**src/rtl/acc_bank_if.sv**
```systemverilog
// Sample/read bus for the acc_bank multi-channel accumulator.
// Channel index width is derived from NCH (minimum 1 bit).
interface acc_bank_if #(
    parameter int unsigned DW  = 8,
    parameter int unsigned AW  = 16,
    parameter int unsigned NCH = 4
);
    localparam int unsigned CW = (NCH > 1) ? $clog2(NCH) : 1;

    logic          in_valid;
    logic [CW-1:0] in_ch;
    logic [DW-1:0] in_d;
    logic          clr_all;
    logic          rd_req;
    logic [CW-1:0] rd_ch;
    logic          rd_clr;
    logic          rd_valid;
    logic [AW-1:0] rd_data;
    logic          ovf;

    modport master (
        output in_valid, in_ch, in_d, clr_all, rd_req, rd_ch, rd_clr,
        input  rd_valid, rd_data, ovf
    );

    modport slave (
        input  in_valid, in_ch, in_d, clr_all, rd_req, rd_ch, rd_clr,
        output rd_valid, rd_data, ovf
    );
endinterface

```
**src/rtl/acc_bank.sv**
```systemverilog
// NCH-channel signed accumulator bank with wrap/saturate, clear-on-read and global clear.
// Optional per-channel sticky overflow flags: define ACC_BANK_OVF_STICKY_EN.
module acc_bank #(
    parameter int unsigned DW  = 8,
    parameter int unsigned AW  = 16,
    parameter int unsigned NCH = 4,
    parameter int unsigned SAT = 0
) (
    input  logic           clk,
    input  logic           rst_n,
    acc_bank_if.slave      bus
`ifdef ACC_BANK_OVF_STICKY_EN
    ,
    output logic [NCH-1:0] ovf_sticky
`endif
);
    localparam int unsigned CW = (NCH > 1) ? $clog2(NCH) : 1;
    localparam logic [AW-1:0] ACC_MAX = {1'b0, {(AW-1){1'b1}}};
    localparam logic [AW-1:0] ACC_MIN = {1'b1, {(AW-1){1'b0}}};

    logic [AW-1:0] acc_q [NCH];
    logic [AW-1:0] acc_d [NCH];
    logic [AW-1:0] cur_acc;
    logic [AW-1:0] rd_sel;
    logic [AW-1:0] base;
    logic [AW-1:0] res;
    logic [AW:0]   sum;
    logic          samp_ok;
    logic          rdclr_hit;
    logic          ovf_raw;
    logic          ovf_d;

    // Channel select; out-of-range indices match nothing, so samples drop and reads return 0.
    always_comb begin
        cur_acc = '0;
        rd_sel  = '0;
        samp_ok = 1'b0;
        for (int c = 0; c < NCH; c++) begin
            if (bus.in_ch == CW'(c)) begin
                cur_acc = acc_q[c];
                samp_ok = bus.in_valid;
            end
            if (bus.rd_ch == CW'(c)) begin
                rd_sel = acc_q[c];
            end
        end
    end

    // Clear-on-read colliding with a sample restarts the channel from the sample itself.
    always_comb begin
        rdclr_hit = bus.rd_req & bus.rd_clr & (bus.rd_ch == bus.in_ch);
        base      = rdclr_hit ? '0 : cur_acc;
        sum       = {base[AW-1], base} + {{(AW+1-DW){bus.in_d[DW-1]}}, bus.in_d};
        ovf_raw   = sum[AW] ^ sum[AW-1];
        res       = sum[AW-1:0];
        if ((SAT != 0) && ovf_raw) begin
            res = sum[AW] ? ACC_MIN : ACC_MAX;
        end
        ovf_d = samp_ok & ovf_raw & ~bus.clr_all;
    end

    // Per-channel priority: clr_all > sample (incl. collision) > clear-on-read > hold.
    always_comb begin
        for (int c = 0; c < NCH; c++) begin
            acc_d[c] = acc_q[c];
            if (bus.clr_all) begin
                acc_d[c] = '0;
            end else if (samp_ok && (bus.in_ch == CW'(c))) begin
                acc_d[c] = res;
            end else if (bus.rd_req && bus.rd_clr && (bus.rd_ch == CW'(c))) begin
                acc_d[c] = '0;
            end
        end
    end

    always_ff @(posedge clk or negedge rst_n) begin
        if (!rst_n) begin
            for (int c = 0; c < NCH; c++) begin
                acc_q[c] <= '0;
            end
            bus.rd_valid <= 1'b0;
            bus.rd_data  <= '0;
            bus.ovf      <= 1'b0;
        end else begin
            for (int c = 0; c < NCH; c++) begin
                acc_q[c] <= acc_d[c];
            end
            bus.rd_valid <= bus.rd_req;
            if (bus.rd_req) begin
                bus.rd_data <= rd_sel;
            end
            bus.ovf <= ovf_d;
        end
    end

`ifdef ACC_BANK_OVF_STICKY_EN
    logic [NCH-1:0] sticky_d;

    // clr_all beats a same-cycle set; a set beats clear-on-read.
    always_comb begin
        sticky_d = ovf_sticky;
        for (int c = 0; c < NCH; c++) begin
            if (bus.clr_all) begin
                sticky_d[c] = 1'b0;
            end else if (ovf_d && (bus.in_ch == CW'(c))) begin
                sticky_d[c] = 1'b1;
            end else if (bus.rd_req && bus.rd_clr && (bus.rd_ch == CW'(c))) begin
                sticky_d[c] = 1'b0;
            end
        end
    end

    always_ff @(posedge clk or negedge rst_n) begin
        if (!rst_n) begin
            ovf_sticky <= '0;
        end else begin
            ovf_sticky <= sticky_d;
        end
    end
`endif
endmodule

```
**src/flat_wrapper.sv**
```systemverilog
// flat-port wrapper written by rule: the top's interface ports become plain ports
module acc_bank_flat 
#(
    parameter int unsigned DW  = 8,
    parameter int unsigned AW  = 16,
    parameter int unsigned NCH = 4,
    parameter int unsigned SAT = 0
)
  (clk, rst_n, bus_in_valid, bus_in_ch, bus_in_d, bus_clr_all, bus_rd_req, bus_rd_ch, bus_rd_clr, bus_rd_valid, bus_rd_data, bus_ovf);
  acc_bank_if #(.DW(DW), .AW(AW), .NCH(NCH)) bus_i ();
  input  logic clk;
  input  logic rst_n;
  input wire logic [$bits(bus_i.in_valid)-1:0] bus_in_valid;
  input wire logic [$bits(bus_i.in_ch)-1:0] bus_in_ch;
  input wire logic [$bits(bus_i.in_d)-1:0] bus_in_d;
  input wire logic [$bits(bus_i.clr_all)-1:0] bus_clr_all;
  input wire logic [$bits(bus_i.rd_req)-1:0] bus_rd_req;
  input wire logic [$bits(bus_i.rd_ch)-1:0] bus_rd_ch;
  input wire logic [$bits(bus_i.rd_clr)-1:0] bus_rd_clr;
  output wire logic [$bits(bus_i.rd_valid)-1:0] bus_rd_valid;
  output wire logic [$bits(bus_i.rd_data)-1:0] bus_rd_data;
  output wire logic [$bits(bus_i.ovf)-1:0] bus_ovf;
  assign bus_i.in_valid = bus_in_valid;
  assign bus_i.in_ch = bus_in_ch;
  assign bus_i.in_d = bus_in_d;
  assign bus_i.clr_all = bus_clr_all;
  assign bus_i.rd_req = bus_rd_req;
  assign bus_i.rd_ch = bus_rd_ch;
  assign bus_i.rd_clr = bus_rd_clr;
  assign bus_rd_valid = bus_i.rd_valid;
  assign bus_rd_data = bus_i.rd_data;
  assign bus_ovf = bus_i.ovf;
  acc_bank #(.DW(DW), .AW(AW), .NCH(NCH), .SAT(SAT)) u_core (.clk(clk), .rst_n(rst_n), .bus(bus_i));
endmodule
```
**config.mk**
```make
export PLATFORM = sky130hd
export DESIGN_NAME = acc_bank_flat
export DESIGN_NICKNAME = d
export VERILOG_FILES = /design/src/rtl/acc_bank_if.sv /design/src/rtl/acc_bank.sv /design/src/flat_wrapper.sv
export SDC_FILE = /design/constraint.sdc
export NUM_CORES = 1
export LEC_CHECK = 0
export ABC_CLOCK_PERIOD_IN_PS = 2670
export CORE_MARGIN = 10
export CORE_UTILIZATION = 50
export CTS_CLUSTER_DIAMETER = 30
export DETAILED_ROUTE_END_ITERATION = 6
export MAX_ROUTING_LAYER = met4
export PLACE_DENSITY = 0.82
export SYNTH_ARGS = -nofsm -noshare
export SYNTH_HDL_FRONTEND = slang
export SYNTH_SLANG_ARGS = --single-unit
```
**constraint.sdc**
```tcl
create_clock -name clk -period 2.67 [get_ports clk]
set_input_delay 0.6675 -clock clk [delete_from_list [all_inputs] [get_ports clk]]
set_output_delay 0.6675 -clock clk [all_outputs]
set_load 0.02 [all_outputs]
```
==> Word-level counts from Yosys, hierarchy flattened <==
Cells that the tools add are included.
{ "word_totals": {"register_bits": 82, "inputBits": 18, "output_inout_bits": 18, "wordCells": 61} }
{ "classes": {"n_addsub": 1, "n_eq_ne": 7, "n_mux": 25, "bitwise": 6, "reduce_logical": 15} }
{ "op_table": {"columns": ["operator", "count"], "rows": [
  ["two-way mux 16 bit", 21],
  ["adder 16 x 8 -> 17 bit", 1],
  ["nonzero test 3 bit", 4],
  ["logical AND 1 bit", 9],
  ["== test 2 bit (second input constant)", 4],
  ["AND 1 bit", 4],
  ["== test 2 x 1 -> 1 bit (second input constant)", 2],
  ["zero test 2 bit", 2],
  ["two-way mux 1 bit", 4],
  ["== test 2 bit", 1],
  ["inverter 1 bit", 1],
  ["XOR 1 bit", 1]
]} }

==> Longest topological paths before layout <==
Gate-level depths: netlist of the first run.
{ "depth": {"depth_word": 10, "ltp_mapped": 13, "mapped_depth_nobuf": 11} }

==> Worst setup path before layout of the first run <==
No wires, ideal clock.
{ "synth_timing": {"path_kind": "input-to-reg", "startpoint": "in bus_in_ch[0]", "endpoint": "reg u_core.acc_q[31] (netlist name)", "setup_ps": 121, "arrival_time_ps": 3185, "required_ps": 2549, "slack_ps": -636, "cell_stages": 12, "n_path_buf": 3, "path_cell_list": "buf_2 buf_2 mux4_2 nor2b_1 ha_1 clkbuf_4 a211oi_1 o221ai_1 a21oi_2 o21ai_4 xor2_2 a22o_1"} }
{ "synth_via": {"elab_chain_cells": 9, "word_cells_on_any_way": 20, "classes_between": "add/sub: 1; eq/ne: 4; mux: 11; bitwise: 1; reduce/logical: 3"} }
{ "synth_lines": {"columns": ["element", "line_no", "text"], "rows": [
  ["from (decl)", "flat_wrapper.sv:14", "input wire logic [$bits(bus_i.in_ch)-1:0] bus_in_ch;"],
  ["zero test 2 bit", "acc_bank.sv:39", "if (bus.in_ch == CW'(c)) begin"],
  ["two-way mux 16 bit (4 in a row)", "acc_bank.sv:39", null],
  ["two-way mux 16 bit", "acc_bank.sv:52", "base = rdclr_hit ? '0 : cur_acc;"],
  ["adder 16 x 8 -> 17 bit", "acc_bank.sv:53", "sum = {base[AW-1], base} + {{(AW+1-DW){bus.in_d[DW-1]}}, bus.in_d};"],
  ["two-way mux 16 bit", "acc_bank.sv:68", "end else if (samp_ok && (bus.in_ch == CW'(c))) begin"],
  ["two-way mux 16 bit", "acc_bank.sv:66", "if (bus.clr_all) begin"],
  ["to (signal, indexed assignment)", "acc_bank.sv:86", "acc_q[c] <= acc_d[c];"],
  ["to (decl)", "acc_bank.sv:21", "logic [AW-1:0] acc_q [NCH];"]
]} }
Several ways; a longest one is shown, not always the timed one.
A chain may end at the register's enable or synchronous reset.

==> Worst setup path after layout of the first run <==
Same ends and word-level chain as after synthesis.

==> flow_summary.json, run 1 <==
{
  "yosys_warnings": 0,
  "met3_length_mm": 1.02,
  "wl_met2_mm": 6.73,
  "min_path_type": "in2async",
  "peakVddDrop_mv": 0.229,
  "ctsRootBufferMaster": "clkbuf_8",
  "critPathRequiredTime_ps": 2930,
  "syn_area_per_cell_um2": 13.3,
  "rows": 35,
  "status": "finished with violations",
  "layout_commonest_cell": "dfrtp_1",
  "routed.top_layer": "met4",
  "hpwl_mm": 8.47,
  "synth_cell_types": 51,
  "antenna_left": 0,
  "synth_area_um2": 4730,
  "fin_crit_sh": 1.10,
  "htreeDepth": 3,
  "core-area_um2": 9240,
  "worstMarginPinSlew_ps": 963,
  "routed_wl_mm": 13.3,
  "critPathLaunchType": "input port",
  "final_cell_mix": "dfrtp_1, a22o_1, buf_4",
  "port_buffers": 35,
  "critPathMaxFanout": 6,
  "setup_viol": 42,
  "syn_to_final_growth_pct": 33.9,
  "synthFlopType": "dfrtp_1",
  "gp_congestion": 0.986,
  "die_h_um": 117,
  "synth-edff-count": 0,
  "viasPerCell": 6.48,
  "hold_buffers": 0,
  "cts_tree": "yes",
  "final_area_um2": 6330,
  "fmax_mhz": 340,
  "fin_cells": 585,
  "path_clk_slew_ps": 90,
  "grt_pass1_vias": 3862,
  "synth_nets": 390,
  "worstSetupPathType": "in2reg",
  "ys_seq_area_frac": 0.434,
  "num-nets-final": 486,
  "antenna_found_initial": 0,
  "violations": "negative setup slack",
  "synth_seq_cells": 82,
  "grt_pass1_wl_mm": 20.9,
  "rsz0062_at_grt": "true",
  "wl_per_cell_um": 22.7,
  "vias": 3790,
  "start_util": 0.512,
  "drt_iter0_drc": 330,
  "fin_crit_ps": 2940,
  "wl_met1_mm": 5.23,
  "overflow": 0,
  "slew_viol_final": 0,
  "clockBufferDepth": 2,
  "syn_inst": 355,
  "max_slew_margin": 0.358,
  "worst_setup_path_end_kind": "flip-flop",
  "grt_max_degree": 77,
  "skew_ps": 14.6,
  "design.die.area_um2": 13700,
  "insertion_delay_ps": 370,
  "dpl.cell_count": 560,
  "dpl_cell_area_um2": 5730,
  "drive_gt1_frac": 0.456,
  "ys_async_sr_fraction": 1.00,
  "layout_setup_ws_ps": -275,
  "max-cap-violations": 0,
  "num_antenna_cells": 0,
  "drc": 0,
  "fin_setup_tns_ps": -6620,
  "power.density_nw_per_um2": 474,
  "numCtsBuffers": 9,
  "pin_count": 36,
  "hold_viol_final": 0,
  "cts_sinks": 82,
  "place_ws_ps": -1060,
  "dr.pass1.iters": 5,
  "crit_arrival_ps": 3200,
  "groute.usage.overall": 0.204,
  "dieWidth_um": 117,
  "power.leakage_uw": 0.00281
}
-- routing by layer --
layer,track usage,vias to the layer above
met3,0.0347,32
met5,-,-
met4,0.0667,0
met1,0.255,1960
met2,0.333,215
li1,-,1583
-- cell usage after synthesis, types with 3 or more instances --
master    number  share of area
a21oi_1       11          0.012
nor3_2         3         0.0064
a21o_1         4         0.0064
nor3_1         4         0.0042
buf_2         12          0.013
inv_1          8         0.0064
dfrtp_1       82           0.43
a211oi_1       3         0.0048
xor2_1         7          0.013
nand2_1       14          0.011
o21ai_1        4         0.0042
nor2b_1       10          0.013
o21ai_0        6         0.0064
and2b_1        8          0.013
mux4_2        32           0.15
nor2_1         5         0.0040
a22o_1        60           0.11
ha_1          16          0.042
mux2_2        16          0.038
xnor2_1        7          0.013
buf_6          3         0.0071
-- stage by stage --
stage	hold slack (ps)	power, uW	utilization
floorplan	372	1740	-
global placement	487	1980	0.620
detailed placement	495	2000	0.620
CTS	488	2950	0.668
global route	528	3110	0.685
finish	445	3000	0.685
-- cell families (layout without fill, tap and decap cells) --
logic type | Yosys count | count (layout) | synth area share
AOI/OAI and AO/OA | 106 | 106 | 0.189
xor gates and xnor gates | 17 | 17 | 0.0363
muxes | 48 | 48 | 0.191
buffers and inverters | 29 | 130 | 0.0333
and+or+nand+nor | 56 | 56 | 0.0707
adders and majority gates | 17 | 17 | 0.0466
DFF | 82 | 82 | 0.434
-- repair_timing --
item,in CTS,in global routing
pin swaps,35,32
setup endpoints to repair,61,51
gates cloned,2,0
setup buffers,6,4
gates resized for setup,46,24
-- state kept, by name, indices dropped and copies added (netlist names) --
register and flops:
u_core.bus.rd_data 16, u_core.acc_q 64, u_core.bus.ovf 1, u_core.bus.rd_valid 1
-- area by class of cell --
class / instances / area, um^2
clock buffer: 11 / 141
clock inverter: 5 / 53.8
fill: 610 / 2910
inverter: 8 / 30.0
multi-input combinational: 244 / 2900
sequential: 82 / 2050
tap: 129 / 161
timing repair buffer: 106 / 996
-- final timing paths --
check | cells past startpoint | end | from | slack [ps]
max | 13 | u_core.acc_q[31] | bus_in_ch[0] | -270
min | 1 | u_core.bus.rd_data[6] | rst_n | 450
max reg2reg | 9 | u_core.acc_q[31] | u_core.acc_q[2] | -60
min reg2reg | 1 | u_core.bus.rd_data[11] | u_core.bus.rd_data[11] | 510
max in group asynchronous | 2 | u_core.acc_q[38] | rst_n | 1600
min in group clk | 1 | u_core.bus.rd_data[11] | u_core.bus.rd_data[11] | 510
-- power breakdown --
part | total, uW | internal [uW] | switching, uW
logic | 739 | 367 | 372
clock network | 923 | 455 | 468
registers | 1340 | 1300 | 41.8
total | 3000 | 2120 | 882
-- worst max-delay path, cell delays in order --
cell and delay [ps]:
buf_12 120, buf_16 140, xor2_2 140, nor3_2 190, buf_6 170, and2b_1 210, ha_4 250, o211ai_1 330
o211ai_2 160, a21oi_2 250, o21ai_4 100, xor2_2 200, a22o_1 240
Note: power is estimated with default switching activity, not from simulation.
==> run 2: changes to the inputs <==
--- a/config.mk
+++ b/config.mk
@@ -6,12 +6,15 @@
 export NUM_CORES = 1
 export LEC_CHECK = 0
 export ABC_CLOCK_PERIOD_IN_PS = 2670
+export CELL_PAD_IN_SITES_DETAIL_PLACEMENT = 0
+export CELL_PAD_IN_SITES_GLOBAL_PLACEMENT = 1
 export CORE_MARGIN = 10
-export CORE_UTILIZATION = 50
+export CORE_UTILIZATION = 44
 export CTS_CLUSTER_DIAMETER = 30
 export DETAILED_ROUTE_END_ITERATION = 6
 export MAX_ROUTING_LAYER = met4
-export PLACE_DENSITY = 0.82
+export PLACE_DENSITY = 0.85
+export SETUP_SLACK_MARGIN = 0.1
 export SYNTH_ARGS = -nofsm -noshare
 export SYNTH_HDL_FRONTEND = slang
 export SYNTH_SLANG_ARGS = --single-unit
==> run 2 against run 1 <==
Effect of this change:
- the flow still finishes with violations (negative setup slack)
- sequential share of layout area down 1.2 points
- fmax down 0.92%
- sequential power hardly changed
==> flow_summary.json, run 2 (synthesized netlist as in run 1, its figures left out) <==
{
  "core-area_um2": 10400,
  "p_switching_uw": 880,
  "worstMarginPinSlew_ps": 751,
  "ctsRootBufferMaster": "clkbuf_8",
  "slew_viol_final": 0,
  "power.leakage_uw": 0.00297,
  "cp_num_buf_inv": 4,
  "min_path_type": "in2async",
  "cts_sinks": 82,
  "htreeDepth": 3,
  "num-nets-final": 513,
  "violations": "negative setup slack",
  "gp_congestion": 0.917,
  "fin_crit_sh": 1.11,
  "fin_setup_tns_ps": -8980,
  "r2r_cells": 9,
  "groute.usage.overall": 0.189,
  "layout_commonest_cell": "buf_4",
  "grt_max_degree": 36,
  "grt_pass1_wl_mm": 21.7,
  "p_total_uw": 3230,
  "antenna_found_initial": 0,
  "largest_reg_flops": 64,
  "skew_ps": 9.40,
  "antenna_left": 0,
  "timing.critical_path.mode_cell": "buf_12",
  "max-cap-violations": 0,
  "hpwl_mm": 9.33,
  "num_antenna_cells": 0,
  "design.die.area_um2": 15300,
  "crit_chain": "buf_12 > buf_12 > xor2_4 > nor3_4 > buf_6 > and2b_2 > ha_4 > o211ai_1 > o211ai_2 > buf_4 > a221oi_4 > xnor2_2 > a22o_1",
  "fillers": 782,
  "syn_to_final_growth_pct": 39.2,
  "cts_tree": "yes",
  "fin_crit_ps": 2970,
  "clockBufferDepth": 2,
  "seq_power_share": 0.414,
  "critPathMaxFanout": 8,
  "viasPerCell": 5.95,
  "vias": 3686,
  "rsz0062_at_grt": "true",
  "crit_arrival_ps": 3230,
  "port_buffers": 35,
  "setup_viol": 45,
  "clkPwrFrac": 0.342,
  "numCtsBuffers": 9,
  "drive_gt1_frac": 0.470,
  "hold_buffers": 0,
  "rows": 37,
  "fmax_mhz": 336,
  "die_h_um": 124,
  "path_clk_slew_ps": 80,
  "insertion_delay_ps": 370,
  "pin_count": 36,
  "hold_ws_ps": 196,
  "power.share.switching": 0.272,
  "reg2reg_to": "u_core.acc_q[27]",
  "cp_slowest_cell": "a221oi_4",
  "p_int_uw": 2350,
  "dr.pass1.iters": 4,
  "routed_wl_mm": 13.6,
  "path_delay_family": "compound AO/OA/AOI/OAI gates",
  "hold_viol_final": 0,
  "peakVddDrop_mv": 0.447,
  "seqCellArea_um2": 2050,
  "critPathLaunchType": "input port",
  "combPwrFrac": 0.244,
  "worst_setup_path_end_kind": "flip-flop",
  "critPathRequiredTime_ps": 2920,
  "wl_per_cell_um": 22.0,
  "power.density_nw_per_um2": 491,
  "max_stage_delay_ps": 290,
  "layout_setup_ws_ps": -302,
  "dieWidth_um": 124,
  "start_util": 0.454,
  "r2r_slack_ps": -70,
  "top_register": "u_core.acc_q",
  "grt_pass1_vias": 3977,
  "max_slew_margin": 0.499,
  "drt_iter0_drc": 346,
  "r2r_start": "u_core.acc_q[2]",
  "drc": 0,
  "worstSetupPathType": "in2reg",
  "status": "finished with violations",
  "overflow": 0,
  "final_cell_mix": "buf_4, dfrtp_1, a22o_1",
  "reg_top3": "u_core.acc_q: 64 flops, u_core.bus.rd_data: 16 flops",
  "multiInputGateArea_um2": 2860
}
## run 2: cell type report
class,count,area share
multi-input cells,244,0.435
flip-flops and latches,82,0.312
repair buffers,133,0.186
well taps,136,0.0259
clock buffers,12,0.0220
clock inverters,4,0.0150
inverters,8,0.00456
## run 2: worst max path at each step
stage                 startpoint          endpoint  slack, ps  cells after the start
floorplan           bus_in_ch[0]  u_core.acc_q[27]       -370                     11
global placement    bus_in_ch[0]  u_core.acc_q[27]      -1090                     13
finish              bus_in_ch[0]  u_core.acc_q[27]       -300                     13
CTS                 bus_in_ch[0]  u_core.acc_q[47]       -230                     13
global route        bus_in_ch[0]    u_core.bus.ovf       -390                     15
detailed placement  bus_in_ch[0]  u_core.acc_q[43]      -1150                     13
## run 2: layer usage
metal	GRT usage	share of wire	vias up
li1	-	-	1634
met5	-	0	-
met2	0.315	0.52	131
met1	0.226	0.40	1895
met3	0.0389	0.062	26
met4	0.0611	0.020	0
## run 2: per-stage QoR
stage	instances	setup WS [ps]	util	area, um^2
after global routing	619	-388	0.632	6580
final	619	-302	0.632	6580
after detailed placement	582	-1150	0.565	5880
after floorplan	355	-370	-	4900
after global placement	582	-1090	0.565	5880
after CTS	611	-233	0.616	6420
## run 2: worst reg2reg max path: stages, from the launching register on
cell      delay (ps)
dfrtp_1          410
mux4_2           470
and2b_2          230
ha_4             260
o211ai_1         280
o211ai_2         170
buf_4            170
a221oi_4         290
xnor2_2          120
a22o_1           240
## run 2: what timing repair did
action | CTS | global route
hold endpoints to repair | 0 | 0
pin swaps | 30 | 20
setup buffers | 12 | 7
setup endpoints to repair | 61 | 49
gates cloned | 1 | 1
resized for setup | 56 | 14
## run 2: power groups by stage
stage,Combinational (uW),Clock (uW),Sequential (uW)
3_5_place_dp,685,0,1360
5_1_grt,842,1170,1340
6_report,788,1110,1340
3_3_place_gp,672,0,1360
4_1_cts,749,1120,1340
2_1_floorplan,375,0,1370
